[config.mk]
export PLATFORM = sky130hd
export DESIGN_NAME = fftram_arbiter_flat
export DESIGN_NICKNAME = d
export VERILOG_FILES = /design/src/rtl/fftram_arbiter_if.sv /design/src/rtl/fftram_arbiter.sv /design/src/flat_wrapper.sv
export SDC_FILE = /design/constraint.sdc
export NUM_CORES = 1
export LEC_CHECK = 0
export BUFFER_PORTS_ARGS = -buffer_cell sky130_fd_sc_hd__buf_2
export CORE_UTILIZATION = 40
export CTS_BUF_LIST = sky130_fd_sc_hd__clkbuf_2
export DETAILED_ROUTE_END_ITERATION = 7
export GPL_ROUTABILITY_DRIVEN = 0
export PLACE_DENSITY_LB_ADDON = 0.15
export SYNTH_ARGS = -nofsm -noshare
export SYNTH_HDL_FRONTEND = slang
export SYNTH_SLANG_ARGS = --single-unit
[constraint.sdc]
create_clock -name clk -period 3.25 [get_ports clk]
set_input_delay 0.8125 -clock clk [delete_from_list [all_inputs] [get_ports clk]]
set_output_delay 0.8125 -clock clk [all_outputs]
set_load 0.01 [all_outputs]
[src/rtl/fftram_arbiter_if.sv]
// Read-port bundle between the FFT result RAM, its two readers and the arbiter.
// The arbiter takes the slave view; the requesters/RAM side takes the master view.
interface fftram_arbiter_if #(
    parameter int ADDR_W = 10,
    parameter int DATA_W = 28
);
    logic              fftbusy;
    logic              req0;
    logic              req1;
    logic [ADDR_W-1:0] addr0;
    logic [ADDR_W-1:0] addr1;
    logic              lock0;
    logic              lock1;
    logic              gnt0;
    logic              gnt1;
    logic [ADDR_W-1:0] ramaddr;
    logic              ramrden;
    logic [DATA_W-1:0] ramq;
    logic [DATA_W-1:0] rdata;
    logic              rvalid0;
    logic              rvalid1;

    modport slave (
        input  fftbusy, req0, req1, addr0, addr1, lock0, lock1, ramq,
        output gnt0, gnt1, ramaddr, ramrden, rdata, rvalid0, rvalid1
    );

    modport master (
        output fftbusy, req0, req1, addr0, addr1, lock0, lock1, ramq,
        input  gnt0, gnt1, ramaddr, ramrden, rdata, rvalid0, rvalid1
    );
endinterface

[src/rtl/fftram_arbiter.sv]
// Two-reader arbiter for the FFT result RAM read port: round-robin with a bounded
// sweep lock, blocked while the FFT engine writes, read data routed back by tag.
//
// state | meaning
// IDLE  | no owner; picks the next owner, never grants (one bubble cycle)
// OWN0  | requester 0 (peak-bin sweep) owns the port
// OWN1  | requester 1 (host readback) owns the port
module fftram_arbiter #(
    parameter int ADDR_W   = 10,
    parameter int DATA_W   = 28,
    parameter int RD_LAT   = 2,
    parameter int MAX_LOCK = 1024
) (
    input  logic            clk,
    input  logic            reset,
    fftram_arbiter_if.slave bus
);
    localparam int LCNT_W = $clog2(MAX_LOCK) + 1;

    localparam logic [1:0] S_IDLE = 2'd0;
    localparam logic [1:0] S_OWN0 = 2'd1;
    localparam logic [1:0] S_OWN1 = 2'd2;

    logic [1:0]        state_q, state_d;
    logic              last_q, last_d;
    logic [LCNT_W-1:0] lcnt_q, lcnt_d;
    logic [RD_LAT-1:0] tag_vld_q, tag_vld_d;
    logic [RD_LAT-1:0] tag_id_q, tag_id_d;

    logic              gnt0, gnt1, issue0, issue1, rden;
    logic              own_id, req_own, req_oth, lock_own;
    logic [1:0]        st_own, st_oth;
    logic [ADDR_W-1:0] ramaddr;

    // Grants depend only on ownership and fftbusy so a requester can see them before it commits.
    always_comb begin
        gnt0    = (state_q == S_OWN0) && !bus.fftbusy;
        gnt1    = (state_q == S_OWN1) && !bus.fftbusy;
        issue0  = gnt0 && bus.req0;
        issue1  = gnt1 && bus.req1;
        rden    = issue0 || issue1;
        ramaddr = {ADDR_W{1'b0}};
        if (state_q == S_OWN0) begin
            ramaddr = bus.addr0;
        end else if (state_q == S_OWN1) begin
            ramaddr = bus.addr1;
        end
    end

    always_comb begin
        own_id   = (state_q == S_OWN1);
        req_own  = own_id ? bus.req1  : bus.req0;
        req_oth  = own_id ? bus.req0  : bus.req1;
        lock_own = own_id ? bus.lock1 : bus.lock0;
        st_own   = own_id ? S_OWN1 : S_OWN0;
        st_oth   = own_id ? S_OWN0 : S_OWN1;
    end

    always_comb begin
        state_d = state_q;
        last_d  = last_q;
        lcnt_d  = lcnt_q;
        case (state_q)
            S_IDLE: begin
                if (bus.req0 && bus.req1) begin
                    state_d = last_q ? S_OWN0 : S_OWN1;
                end else if (bus.req0) begin
                    state_d = S_OWN0;
                end else if (bus.req1) begin
                    state_d = S_OWN1;
                end
            end
            S_OWN0, S_OWN1: begin
                if (rden) begin
                    last_d = own_id;
                    if (lock_own && (lcnt_q < LCNT_W'(MAX_LOCK - 1))) begin
                        lcnt_d = lcnt_q + LCNT_W'(1);
                    end else begin
                        lcnt_d = '0;
                        if (req_oth) begin
                            state_d = st_oth;
                        end else if (req_own) begin
                            state_d = st_own;
                        end else begin
                            state_d = S_IDLE;
                        end
                    end
                end else if (!bus.fftbusy) begin
                    lcnt_d  = '0;
                    state_d = req_oth ? st_oth : S_IDLE;
                end
            end
            default: begin
                state_d = S_IDLE;
                lcnt_d  = '0;
            end
        endcase
    end

    // Tags follow each read through the RAM latency so data returns to its issuer
    // even after ownership moves on or fftbusy rises.
    always_comb begin
        tag_vld_d    = tag_vld_q;
        tag_id_d     = tag_id_q;
        tag_vld_d[0] = rden;
        tag_id_d[0]  = own_id;
        for (int k = 1; k < RD_LAT; k++) begin
            tag_vld_d[k] = tag_vld_q[k-1];
            tag_id_d[k]  = tag_id_q[k-1];
        end
    end

    always_ff @(posedge clk or negedge reset) begin
        if (!reset) begin
            state_q   <= S_IDLE;
            last_q    <= 1'b1;
            lcnt_q    <= '0;
            tag_vld_q <= '0;
            tag_id_q  <= '0;
        end else begin
            state_q   <= state_d;
            last_q    <= last_d;
            lcnt_q    <= lcnt_d;
            tag_vld_q <= tag_vld_d;
            tag_id_q  <= tag_id_d;
        end
    end

    assign bus.gnt0    = gnt0;
    assign bus.gnt1    = gnt1;
    assign bus.ramrden = rden;
    assign bus.ramaddr = ramaddr;
    assign bus.rdata   = bus.ramq[DATA_W-1:0];
    assign bus.rvalid0 = tag_vld_q[RD_LAT-1] && !tag_id_q[RD_LAT-1];
    assign bus.rvalid1 = tag_vld_q[RD_LAT-1] &&  tag_id_q[RD_LAT-1];
endmodule

[src/flat_wrapper.sv]
// flat-port wrapper written by rule: the top's interface ports become plain ports
module fftram_arbiter_flat 
#(
    parameter int ADDR_W   = 10,
    parameter int DATA_W   = 28,
    parameter int RD_LAT   = 2,
    parameter int MAX_LOCK = 1024
)
  (clk, reset, bus_fftbusy, bus_req0, bus_req1, bus_addr0, bus_addr1, bus_lock0, bus_lock1, bus_ramq, bus_gnt0, bus_gnt1, bus_ramaddr, bus_ramrden, bus_rdata, bus_rvalid0, bus_rvalid1);
  fftram_arbiter_if #(.ADDR_W(ADDR_W), .DATA_W(DATA_W)) bus_i ();
  input  logic clk;
  input  logic reset;
  input wire logic [$bits(bus_i.fftbusy)-1:0] bus_fftbusy;
  input wire logic [$bits(bus_i.req0)-1:0] bus_req0;
  input wire logic [$bits(bus_i.req1)-1:0] bus_req1;
  input wire logic [$bits(bus_i.addr0)-1:0] bus_addr0;
  input wire logic [$bits(bus_i.addr1)-1:0] bus_addr1;
  input wire logic [$bits(bus_i.lock0)-1:0] bus_lock0;
  input wire logic [$bits(bus_i.lock1)-1:0] bus_lock1;
  input wire logic [$bits(bus_i.ramq)-1:0] bus_ramq;
  output wire logic [$bits(bus_i.gnt0)-1:0] bus_gnt0;
  output wire logic [$bits(bus_i.gnt1)-1:0] bus_gnt1;
  output wire logic [$bits(bus_i.ramaddr)-1:0] bus_ramaddr;
  output wire logic [$bits(bus_i.ramrden)-1:0] bus_ramrden;
  output wire logic [$bits(bus_i.rdata)-1:0] bus_rdata;
  output wire logic [$bits(bus_i.rvalid0)-1:0] bus_rvalid0;
  output wire logic [$bits(bus_i.rvalid1)-1:0] bus_rvalid1;
  assign bus_i.fftbusy = bus_fftbusy;
  assign bus_i.req0 = bus_req0;
  assign bus_i.req1 = bus_req1;
  assign bus_i.addr0 = bus_addr0;
  assign bus_i.addr1 = bus_addr1;
  assign bus_i.lock0 = bus_lock0;
  assign bus_i.lock1 = bus_lock1;
  assign bus_i.ramq = bus_ramq;
  assign bus_gnt0 = bus_i.gnt0;
  assign bus_gnt1 = bus_i.gnt1;
  assign bus_ramaddr = bus_i.ramaddr;
  assign bus_ramrden = bus_i.ramrden;
  assign bus_rdata = bus_i.rdata;
  assign bus_rvalid0 = bus_i.rvalid0;
  assign bus_rvalid1 = bus_i.rvalid1;
  fftram_arbiter #(.ADDR_W(ADDR_W), .DATA_W(DATA_W), .RD_LAT(RD_LAT), .MAX_LOCK(MAX_LOCK)) u_core (.clk(clk), .reset(reset), .bus(bus_i));
endmodule
==> impl_metrics.py <==
metrics = {
    "run_status": {
        "status": "finished, final reports clean",
    },
    "timing": {
        "min_period_over_period": 0.8972,
        "tns_ns": 0,
        "holdWs_ns": 0.3689,
        "rsz0062_at_grt": "false",
        "setup_viol": 0,
        "min_period_ns": 2.916,
        "timing.final.ws_setup_ns": 0.3341,
        "finClkSkew_ns": 0.003279,
        "tightest_slew_ns": 0.5847,
        "finalHoldViolCount": 0,
        "slew_headroom": 0.6087,
        "fmax_mhz": 342.9,
        "slew_violations": 0,
    },
    "yosys": {
        "syn_avg_cell_area_um2": 9.322,
        "synth_nets": 211,
        "ys_seq_area_frac": 0.3209,
        "syn_inst": 151,
        "synth.distinct_cells": 41,
        "synth_area_mm2": 0.001408,
        "ys_seq_elements": 18,
        "ys_warn_count": 0,
    },
    "worst_setup_path": {
        "crit_type": "flop to output pin",
        "worstPathArrival_ns": 2.10,
        "start_kind": "flop",
        "cpMostUsedCell": "inv_1",
        "critPathMaxStageDelay_ns": 0.48,
        "critical-path-slowest-cell": "nor2_1",
        "cp.required_ns": 2.44,
        "cp_cell_sequence": "inv_1 > ha_1 > inv_1 > nor2_1 > a22o_1 > buf_2",
        "end_kind": "output pin",
        "critPathMaxFanout": 10,
    },
    "clocking": {
        "hold_buffers": 0,
        "path_clk_slew_ns": 0.17,
        "htreeDepth": 1,
        "cts_tree": "done",
        "clockBufferDepth": 2,
        "ctsResizeCount": 0,
        "cts_inserted_buffers": 3,
        "clock_latency_ns": 0.30,
        "cts_sinks": 18,
        "cts_root_buf": "clkbuf_2",
        "postCtsSetupRepairBufs": 0,
    },
    "final_layout": {
        "antenna_cells": 0,
        "ff_latch_area_um2": 451.7,
        "fin_nets": 225,
        "synthToLayoutAreaGrowth_pct": 3.111,
        "multi_input_area_um2": 673.1,
        "final_layout_size_suffix_gt1_frac": 0.3659,
        "n_fill_cell": 353,
        "utilization": 0.4315,
    },
    "pwr": {
        "p_leak_uw": 0.0006933,
        "peakVddDrop_uv": 359.5,
        "p_per_area_mw_per_mm2": 606.1,
    },
    "grt": {
        "grt_pass1_wl_um": 5071,
        "grt_antenna_before_repair": 0,
        "grt_usage": 0.1900,
        "overflow": 0,
        "busiest_layer": "met2",
        "grt_pass1_vias": 1101,
        "grt_use_met3": 0.08824,
        "grt_use_met2": 0.3214,
        "grt_max_degree": 19,
        "grt_use_met1": 0.1922,
    },
    "drt": {
        "routed_via_density": 5.438,
        "antenna_left": 0,
        "routed_wl_um": 3420,
        "dr.pass1.iters": 4,
        "dr.first_iter.drc_count": 52,
        "vias": 1142,
        "wire_per_inst_um": 16.29,
        "drc": 0,
    },
    "placed_design": {
        "dp_hpwl_um": 2721,
        "preCtsSetupSlack_ns": 0.7295,
        "port_buffers": 41,
    },
    "floorplanning": {
        "die_y_um": 61.32,
        "fp.dieArea_mm2": 0.003760,
        "rows": 21,
        "die_w_um": 61.32,
        "start_util": 0.4185,
        "ios": 98,
        "core-area_mm2": 0.003363,
    },
    "run": {
        "maxCapViolCount": 0,
    },
    "worst_hold_path": {
        "hold_class": "flop to flop",
    },
}
## layout make-up
class,count,area share
clock inverter,1,0.002586
multi-input combinational,90,0.4638
sequential,18,0.3112
timing repair buffer,42,0.1466
tap,46,0.03966
clock buffer,3,0.01034
inverter,10,0.02586
## metrics by stage
step	cells	area, um^2	total power, uW
after floorplan	151	1408	678.0
after global placement	206	1433	779.0
after detailed placement	206	1433	786.0
after CTS	210	1451	886.9
after global routing	210	1451	950.4
final	210	1451	879.7
## metal layers
metal	wire, um	part of all wire
met3	363	0.11
met1	1279	0.37
met4	137	0.040
met5	0	0
met2	1640	0.48
## sequential cells by signal (all words and copies together), names as in the netlist
name	count
u_core.lcnt_q	11
u_core.state_q	2
u_core.tag_vld_q	2
u_core.tag_id_q	2
u_core.last_q	1
## power breakdown
part / switching [uW] / internal, uW
clock: 70.7 / 26.8
combinational: 293 / 201
sequential: 24.5 / 263
## cells in the final DEF, fill, tap and decap left out
| master | instances |
|---|---|
| buf_2 | 41 |
| dfrtp_1 | 17 |
| a22o_1 | 11 |
| nand2_1 | 11 |
| inv_1 | 10 |
| o21ai_0 | 6 |
| nand4_1 | 6 |
| a21oi_1 | 6 |
| nand3_1 | 5 |
| ha_1 | 5 |
| o22ai_1 | 4 |
| nor2_1 | 3 |
| nor2b_1 | 3 |
| mux2i_1 | 3 |
| clkbuf_2 | 3 |
| and3_1 | 2 |
| and3_2 | 2 |
| nand3b_1 | 2 |
| a31oi_1 | 2 |
| o311ai_2 | 2 |
| and2_1 | 1 |
| nand2b_4 | 1 |
| a22oi_2 | 1 |
| o31ai_1 | 1 |
| nor4_4 | 1 |
| and4_1 | 1 |
| nand3_4 | 1 |
| nand2_2 | 1 |
| o31ai_2 | 1 |
| nand2b_1 | 1 |
| a21oi_2 | 1 |
| mux2_1 | 1 |
| nand4_2 | 1 |
| nand3_2 | 1 |
| o211ai_1 | 1 |
| o21ai_1 | 1 |
| a22o_2 | 1 |
| clkinv_1 | 1 |
| buf_4 | 1 |
| dfstp_2 | 1 |
## cell families (layout without fill, tap and decap cells)
family / count (synthesis) / in the layout / share of synthesized area
and+or+nand+nor: 43 / 43 / 0.1982
buffers and inverters: 43 / 56 / 0.2009
AOI/OAI and AO/OA: 38 / 38 / 0.2062
DFF: 18 / 18 / 0.3209
adders and majority gates: 5 / 5 / 0.04444
muxes: 4 / 4 / 0.02933
## path summary, 6_finish.rpt
kind / start / to / slack [ns] / cells past startpoint
setup / recovery: u_core.state_q[0] / bus_ramaddr[8] / 0.33 / 6
hold / removal: u_core.tag_vld_q[0] / u_core.tag_vld_q[1] / 0.37 / 0
setup reg to reg: u_core.state_q[1] / u_core.lcnt_q[6] / 1.03 / 7
hold reg to reg: u_core.tag_vld_q[0] / u_core.tag_vld_q[1] / 0.37 / 0
max in group asynchronous: reset / u_core.last_q / 2.53 / 1
min in group asynchronous: reset / u_core.lcnt_q[5] / 0.40 / 1
## synth_stat cells, drive strengths merged
master / n / share of area
buf: 30 / 0.16
dfrtp: 17 / 0.30
a22o: 12 / 0.076
nand2: 12 / 0.034
inv: 10 / 0.027
a21oi: 7 / 0.028
nand3: 7 / 0.037
nand4: 7 / 0.036
o21ai: 7 / 0.025
ha: 5 / 0.044
and3: 4 / 0.020
o22ai: 4 / 0.018
clkbuf: 3 / 0.013
mux2i: 3 / 0.021
nor2: 3 / 0.0080
nor2b: 3 / 0.013
a31oi: 2 / 0.0089
nand2b: 2 / 0.014
nand3b: 2 / 0.011
o311ai: 2 / 0.023
o31ai: 2 / 0.014
a22oi: 1 / 0.0089
and2: 1 / 0.0044
and4: 1 / 0.0062
dfstp: 1 / 0.019
mux2: 1 / 0.0080
nor4: 1 / 0.015
o211ai: 1 / 0.0053
## worst max-delay path, delay by kind of cell, from the launching register on
family | cells | cell delay [ns]
compound gates | 1 | 0.22
fa+ha+maj | 1 | 0.31
buf+inv | 3 | 0.36
flops | 1 | 0.44
simple gates | 1 | 0.48
No activity file was read; power rests on OpenSTA's default activity.
